## config.mk

```make
export PLATFORM = sky130hd
export DESIGN_NAME = apb_slave_bank
export DESIGN_NICKNAME = d
export VERILOG_FILES = /design/src/rtl/apb_slave_bank.sv
export SDC_FILE = /design/constraint.sdc
export NUM_CORES = 2
export LEC_CHECK = 0
export BUFFER_PORTS_ARGS = -buffer_cell sky130_fd_sc_hd__buf_2
export CAP_MARGIN = 20
export CORE_MARGIN = 2
export CORE_UTILIZATION = 45
export CTS_CLUSTER_DIAMETER = 60
export DETAILED_ROUTE_END_ITERATION = 10
export GPL_TIMING_DRIVEN = 0
export PLACE_DENSITY = 0.67
export SKIP_LAST_GASP = 1
export SLEW_MARGIN = 10
export SYNTH_ARGS = -nofsm -noshare
export SYNTH_HDL_FRONTEND = slang
export SYNTH_SLANG_ARGS = --single-unit
```

## constraint.sdc

```tcl
create_clock -name hclk -period 3.3 [get_ports hclk]
set_input_delay 0.33 -clock hclk [delete_from_list [all_inputs] [get_ports hclk]]
set_output_delay 0.33 -clock hclk [all_outputs]
set_load 0.01 [all_outputs]
```

## src/rtl/apb_slave_bank.sv

```systemverilog
// APB2 slave with three register regions (one per psel bit), protocol-violation
// detection and saturating transfer counters.
//
// state  | meaning
// IDLE   | no transfer in flight; waiting for a clean setup phase
// SETUP  | setup captured; expecting a matching enable cycle next
// ACCESS | enable cycle accepted; next edge behaves like IDLE
module apb_slave_bank #(
    parameter int WORDS = 16
) (
    input  logic        hclk,
    input  logic        hresetn,
    input  logic [2:0]  psel,
    input  logic        penable,
    input  logic        pwrite,
    input  logic [31:0] paddr,
    input  logic [31:0] pwdata,
    output logic [31:0] pr_data,
    input  logic        err_clr,
    output logic        prot_err,
    output logic [15:0] wr_count,
    output logic [15:0] rd_count
);

    localparam int IW = $clog2(WORDS);

    typedef enum logic [1:0] {IDLE, SETUP, ACCESS} state_t;

    state_t      state_q, state_d;
    logic [2:0]  sel_q, sel_d;
    logic [31:0] addr_q, addr_d;
    logic        write_q, write_d;
    logic [31:0] wdata_q, wdata_d;
    logic [31:0] pr_data_q, pr_data_d;
    logic        prot_err_q, prot_err_d;
    logic [15:0] wr_count_q, wr_count_d;
    logic [15:0] rd_count_q, rd_count_d;
    logic [31:0] mem_q [0:2][WORDS];
    logic [31:0] mem_d [0:2][WORDS];

    logic          multi_sel;
    logic          one_sel;
    logic          err;
    logic [IW-1:0] idx_in;
    logic [IW-1:0] idx_cap;

    function automatic logic [1:0] region_of(input logic [2:0] s);
        return s[2] ? 2'd2 : (s[1] ? 2'd1 : 2'd0);
    endfunction

    assign multi_sel = (psel & (psel - 3'd1)) != 3'd0;
    assign one_sel   = (psel != 3'd0) && !multi_sel;
    assign idx_in    = paddr[IW+1:2];
    assign idx_cap   = addr_q[IW+1:2];

    always_comb begin
        state_d    = state_q;
        sel_d      = sel_q;
        addr_d     = addr_q;
        write_d    = write_q;
        wdata_d    = wdata_q;
        pr_data_d  = pr_data_q;
        wr_count_d = wr_count_q;
        rd_count_d = rd_count_q;
        mem_d      = mem_q;
        err        = 1'b0;

        case (state_q)
            SETUP: begin
                if (penable && psel == sel_q && paddr == addr_q && pwrite == write_q) begin
                    state_d = ACCESS;
                    if (write_q) begin
                        mem_d[region_of(sel_q)][idx_cap] = wdata_q;
                        wr_count_d = (wr_count_q == 16'hFFFF) ? wr_count_q : wr_count_q + 16'd1;
                    end else begin
                        rd_count_d = (rd_count_q == 16'hFFFF) ? rd_count_q : rd_count_q + 16'd1;
                    end
                end else begin
                    err = 1'b1;
                end
            end
            default: begin
                // IDLE and the cycle after ACCESS share the same entry rules
                state_d   = IDLE;
                pr_data_d = 32'h0;
                if (multi_sel || (penable && (psel != 3'd0 || state_q == ACCESS))) begin
                    err = 1'b1;
                end else if (one_sel) begin
                    state_d   = SETUP;
                    sel_d     = psel;
                    addr_d    = paddr;
                    write_d   = pwrite;
                    wdata_d   = pwdata;
                    pr_data_d = pwrite ? 32'h0 : mem_q[region_of(psel)][idx_in];
                end
            end
        endcase

        if (err) begin
            state_d   = IDLE;
            pr_data_d = 32'h0;
        end

        prot_err_d = err ? 1'b1 : (err_clr ? 1'b0 : prot_err_q);
    end

    always_ff @(posedge hclk) begin
        if (!hresetn) begin
            state_q    <= IDLE;
            sel_q      <= 3'b000;
            addr_q     <= 32'h0;
            write_q    <= 1'b0;
            wdata_q    <= 32'h0;
            pr_data_q  <= 32'h0;
            prot_err_q <= 1'b0;
            wr_count_q <= 16'h0;
            rd_count_q <= 16'h0;
            for (int r = 0; r < 3; r++) begin
                for (int w = 0; w < WORDS; w++) begin
                    mem_q[r][w] <= 32'h0;
                end
            end
        end else begin
            state_q    <= state_d;
            sel_q      <= sel_d;
            addr_q     <= addr_d;
            write_q    <= write_d;
            wdata_q    <= wdata_d;
            pr_data_q  <= pr_data_d;
            prot_err_q <= prot_err_d;
            wr_count_q <= wr_count_d;
            rd_count_q <= rd_count_d;
            mem_q      <= mem_d;
        end
    end

    assign pr_data  = pr_data_q;
    assign prot_err = prot_err_q;
    assign wr_count = wr_count_q;
    assign rd_count = rd_count_q;

endmodule

```

# == Word level (Yosys, flattened, before mapping) ==
# Cells that the tools add are included.
# word_totals
output_inout_bits,65
reg_bits,1671
word_cells,130
# classes
reduce_logical,18
bitwise_logic,11
n_mux,27
eq_ne,8
magnitude_cmp,6
addsub,3
# op_table
cell,count
$bwmux 1536,1
$mux 512,3
$bmux 512 s2,1
$demux 512 s2,1
$mux 32,6
$bmux 32 s4,1
$demux 32 s4,1
$add 16x1->16 const B,2
$eq 16x16->1 const B,2
$eq 32x32->1,1
$ge 5x5->1 const B,2
$not 4->5,2
$mux 1,9
$mux 2,4
$reduce_and 4->1,2
$logic_and 1x1->1,7
$ge 3x3->1 const B,2
$not 1->1,6
$not 2->3,2
$reduce_and 3->1,2
$reduce_bool 3->1,2
$lt 5x1->1 const B,1
$and 3x3->3,1
$eq 3x3->1,1
other kinds (10),11

# == Depth between registers and ports, before layout ==
# depth
depth_word,12
ltp_mapped,12
ltp_nobuf,6

# == Worst setup path before layout ==
# OpenSTA, ideal clock, no wires.
# synth_timing
path_type,input -> register
start,input psel[1]
end,register pr_data_q[27] (netlist: pr_data[27])
slack_ps,941
required_ps,3168
path_stages,10
n_path_buf,5
arrival_ps,2227
setup_ps,132
path_cell_list,buf_2 buf_2 buf_2 buf_2 buf_2 mux4_2 o21ai_0 nand2_1 o21ai_0 a21oi_1
# synth_between
elab_chain_cells,12
elab_cells_between_ends,29
# synth_lines
element,line_no,text
from (decl),13,"input logic [2:0] psel,"
$mux 1,48,return s[2] ? 2'd2 : (s[1] ? 2'd1 : 2'd0);
$mux 2,48,
$not 2->3 (implied by the code),94,pr_data_d = pwrite ? 32'h0 : mem_q[region_of(psel)][idx_in];
$bmux 512 s2,94,
$mux 512 (implied by the code) (2 in a row),94,
$bmux 32 s4,94,
$mux 32 (implied by the code) (2 in a row),94,
$mux 32,94,
$mux 32,88,end else if (one_sel) begin
$mux 32,86,if (multi_sel || (penable && (psel != 3'd0 || state_q == ACCESS))) begin
to (signal assigned),129,pr_data_q <= pr_data_d;
to (decl),34,"logic [31:0] pr_data_q, pr_data_d;"
# Parallel ways exist; a longest one is shown, timed or not. The select of a mux whose other input is x is not followed.
# A chain may end at the register's enable or synchronous reset.

# == Worst setup path after layout ==
# layout_timing
start,input psel[2]
end,register pr_data_q[1] (netlist: pr_data[1])
# layout_between
elab_chain_cells,11
elab_cells_between_ends,28
# layout_lines
element,line_no
$mux 2,48
$not 2->3 (implied by the code),94
$bmux 512 s2,94
$mux 512 (implied by the code) (2 in a row),94
$bmux 32 s4,94
$mux 32 (implied by the code) (2 in a row),94
$mux 32,94
$mux 32,88
$mux 32,86
# Parallel ways exist; a longest one is shown, timed or not. The select of a mux whose other input is x is not followed.

==> qor_table.md <==
| Item | Value |
| --- | --- |
| Result of the run | finished with violations |
| Violated checks | setup timing |
| Worst Setup EP | pr_data[1]$_SDFFE_PP0N_ |
| Post-route minimum period | 3.82 ns |
| Die area | 0.165 sq mm |
| Yosys top cell area share | 0.458 |
| Async S/R FF share, synth | 0 |
| Fmax | 0.262 GHz |
| Element type at the critical path start | primary input |
| Peak supply drop | 0.611 mV |
| Overall die height | 407 um |
| Via-per-instance ratio | 6.64 |
| Design area | 0.0851 sq mm |
| Footprint of the multi-input gates | 0.0365 sq mm |
| Top fanout value on the critical path | 10 |
| Reg power frac | 0.435 |
| Setup Viol. Count Final | 109 |
| Worst min-delay path class | in -> reg |
| Post-placement worst setup slack | -3.20 ns |
| Crit path setup slack, layout | -0.522 ns |
| Net switching power | 12.7 mW |
| Synth-to-layout area growth | 16.6% |
| Max-Cap Viols | 0 |
| Number of buffers created by CTS | 189 |
| Cell taking the most area after synthesis | sky130_fd_sc_hd__dfxtp_1 |
| GR Util All Layers | 0.531 |
| Number of pins exceeding their max-slew limit in the final report | 0 |
| EDFF count, synth | 0 |
| Post-Synthesis Cell Area | 0.0730 sq mm |
| Unrepaired setup endpoints after global routing | yes |
| Share of the core filled with cells | 0.529 |
| Flop2flop setup slack | -0.12 ns |
| Synthesized Nets | 8,105 |
| Remaining max-slew budget at the tightest pin | 0.0669 |
| Root buffer cell | sky130_fd_sc_hd__clkbuf_16 |
| Core footprint | 0.161 sq mm |
| Reg2Reg Depth | 7 |
| Most repeated cell in the gate-level netlist after synthesis | sky130_fd_sc_hd__nand2_1 |
| Share of total power consumed by net switching | 0.273 |
| Sequential cell area fraction in the yosys report | 0.458 |
| Logic gate share of total power | 0.087 |
| Number of nets in the layout | 8,530 |
| Required time reported for the critical path endpoint | 4.00 ns |
| Antenna-violating nets left | 0 |
| Worst reg2reg startpoint | state_q[1]$_SDFFE_PP0P_ |
| CTS HTree Levels | 4 |
| Die span in x | 407 um |
| CP arrival | 4.53 ns |
| Number of synthesized register bits | 1,671 |
| Average instance area after synthesis | 9.09 sq um |
| Post-DP HPWL | 330,000 um |
| Share of layout cells above drive strength 1 | 0.131 |
| Commonest cells in the netlist | sky130_fd_sc_hd__nand2_1 (2,271), sky130_fd_sc_hd__dfxtp_1 (1,671), sky130_fd_sc_hd__mux2i_1 (1,424) |
| Footprint of the flip-flops and latches | 0.0335 sq mm |
| Antenna violations before repair | 53 |
| Post-Place Cell Area | 0.0769 sq mm |
| Port-buffer cells | 132 |
| Overall routed net length | 451,000 um |
| Fillers | 14,900 |
| Count of cell types in the netlist | 60 |
| Number of iterations in the first detailed-routing pass | 7 |
| Power density relative to cell area | 547 mW/mm^2 |
| Dominant cells by area after synthesis | sky130_fd_sc_hd__dfxtp_1 (46%), sky130_fd_sc_hd__mux2i_1 (20%), sky130_fd_sc_hd__nand2_1 (12%) |
| Wire length of the first global-routing pass | 584,000 um |
| Wire per inst | 41.7 um |
| Leakage component of the power | 36.3 nW |
| Number of cells produced by synthesis | 8,031 |
| Clock latency of the later-clocked register in the worst-skew pair | 0.87 ns |
| Proportion of power drawn by the clock network | 0.478 |
| GR Overflow Total | 0 |
| Starting density of the core | 0.454 |
| Total power | 46.6 mW |
| Least-Margin Pin Slew | 1.40 ns |
| Final cycle utilization of the critical path | 1.16 |
| Final weighted congestion in routability-driven placement | 1.07 |
| TritonCTS clock tree | built |
| Clock sink total | 1,671 |
| Dominant synthesized flop cell | sky130_fd_sc_hd__dfxtp_1 |
| Final total negative setup slack | -6.39 ns |
| Cell Rows | 147 |
| Number of global-route vias before repair | 64,900 |
| Remaining design rule violation count | 0 |
| Worst Setup SP | psel[2] |
| Clk pin slew, worst setup/hold paths | 0.06 ns |
| Category of the worst setup path capture point | register |
| Final Hold Violating Endpoints | 0 |
| Class of the most critical setup path | in -> reg |
| Critical register-to-register path endpoint | pr_data[19]$_SDFFE_PP0N_ |
| Number of vias in the routed layout | 71,800 |
| Max clock buf depth | 3 |
| Internal cell power | 33.9 mW |
| Detailed router's first-iteration violation count | 13,100 |
| Largest net degree at the start of global routing | 20 |
| Count of boundary I/O pins | 137 |
| Worst-case clock skew | 0.0335 ns |
| Total number of yosys warnings | 0 |
flip-flops by register name, indices dropped and copies added, names as in the netlist:
name and flops:
mem_q 1536, addr_q 32, pr_data 32, wdata_q 32, rd_count 16, wr_count 16, sel_q 3, state_q 2
prot_err 1, write_q 1
how the worst min path moves through the flow:
| stage | from | end | slack, ns | cells past startpoint |
|---|---|---|---|---|
| after floorplan | mem_q[151]$_SDFFE_PN0P_ | mem_q[151]$_SDFFE_PN0P_ | 0.43 | 2 |
| after global placement | mem_q[13]$_SDFFE_PN0P_ | mem_q[13]$_SDFFE_PN0P_ | 0.43 | 2 |
| after detailed placement | mem_q[289]$_SDFFE_PN0P_ | mem_q[289]$_SDFFE_PN0P_ | 0.44 | 2 |
| after CTS | psel[2] | state_q[1]$_SDFFE_PP0P_ | 0.18 | 6 |
| after global routing | psel[2] | state_q[1]$_SDFFE_PP0P_ | 0.24 | 6 |
| final | psel[2] | state_q[1]$_SDFFE_PP0P_ | 0.21 | 6 |
cells by family (layout without fill, tap and decap cells):
logic type	after synthesis	in the layout	synth area share
adder cells (fa/ha/maj)	2	2	0.000343
flip-flops	1671	1671	0.458
XOR/XNOR	37	37	0.00454
AND/OR/NAND/NOR	2683	2683	0.149
multiplexers	1613	1613	0.245
other	0	34	0
buffers and inverters	817	1394	0.0488
AO/OA/AOI/OAI	1208	1208	0.0944
through the flow:
| step | hold slack [ns] | std cells |
|---|---|---|
| after floorplan | 0.428 | 8031 |
| after global placement | 0.434 | 10300 |
| after detailed placement | 0.442 | 10400 |
| after CTS | 0.182 | 10800 |
| after global routing | 0.240 | 10800 |
| final | 0.213 | 10800 |
critical path, stage by stage:
cell	delay (ns)
sky130_fd_sc_hd__buf_2	0.13
sky130_fd_sc_hd__clkbuf_2	0.36
sky130_fd_sc_hd__buf_2	0.48
sky130_fd_sc_hd__nand3b_1	0.22
sky130_fd_sc_hd__clkbuf_2	0.53
sky130_fd_sc_hd__clkbuf_2	0.80
sky130_fd_sc_hd__o22ai_1	0.36
sky130_fd_sc_hd__a211oi_2	0.54
sky130_fd_sc_hd__nor4_4	0.13
sky130_fd_sc_hd__o21ai_1	0.42
sky130_fd_sc_hd__a21oi_1	0.15
final cells by class:
cell class	instances	area share
inverter	11	0.000529
timing repair buffer	253	0.0234
tap	2160	0.0318
antenna	34	0.00100
buffer	787	0.0457
multi-input combinational	5543	0.429
sequential	1671	0.393
clock inverter	73	0.00968
clock buffer	270	0.0657
layout by cell type, fill, tap and decap left out, types with 74 or more instances in the layout:
cell type	instances
sky130_fd_sc_hd__mux4_2	132
sky130_fd_sc_hd__a21oi_1	717
sky130_fd_sc_hd__o21ai_0	164
sky130_fd_sc_hd__buf_4	131
sky130_fd_sc_hd__clkbuf_2	74
sky130_fd_sc_hd__buf_2	232
sky130_fd_sc_hd__nand2_1	2267
sky130_fd_sc_hd__dfxtp_1	1671
sky130_fd_sc_hd__mux2i_1	1396
sky130_fd_sc_hd__clkbuf_16	195
sky130_fd_sc_hd__nand3_1	99
sky130_fd_sc_hd__clkbuf_1	479
power groups by stage:
stage               logic, mW  registers [mW]  clock network [mW]
finish                   4.04            20.2                22.3
global route             3.82            20.2                22.8
CTS                      3.64            20.2                22.0
detailed placement       3.53            20.7                   0
global placement         3.48            20.7                   0
floorplan                1.40            20.7                   0
routing by layer:
layer | routed length, um | GRT usage | share of wire | up-vias
met4 | 55400 | 0.523 | 0.12 | 18
li1 | - | - | - | 28400
met2 | 172000 | 0.705 | 0.38 | 6177
met5 | 228 | 0.00565 | 0.00051 | -
met1 | 162000 | 0.648 | 0.36 | 35400
met3 | 61100 | 0.194 | 0.14 | 1679
what timing repair did:
action,in CTS,in global routing
endpoints found under the hold margin,63,0
gates resized for setup,179,133
setup endpoints to repair,1368,1036
hold buffers,63,0
setup buffers,9,3
pin swaps,3,2
gates cloned,0,0
Note: power is estimated with default switching activity, not from simulation.
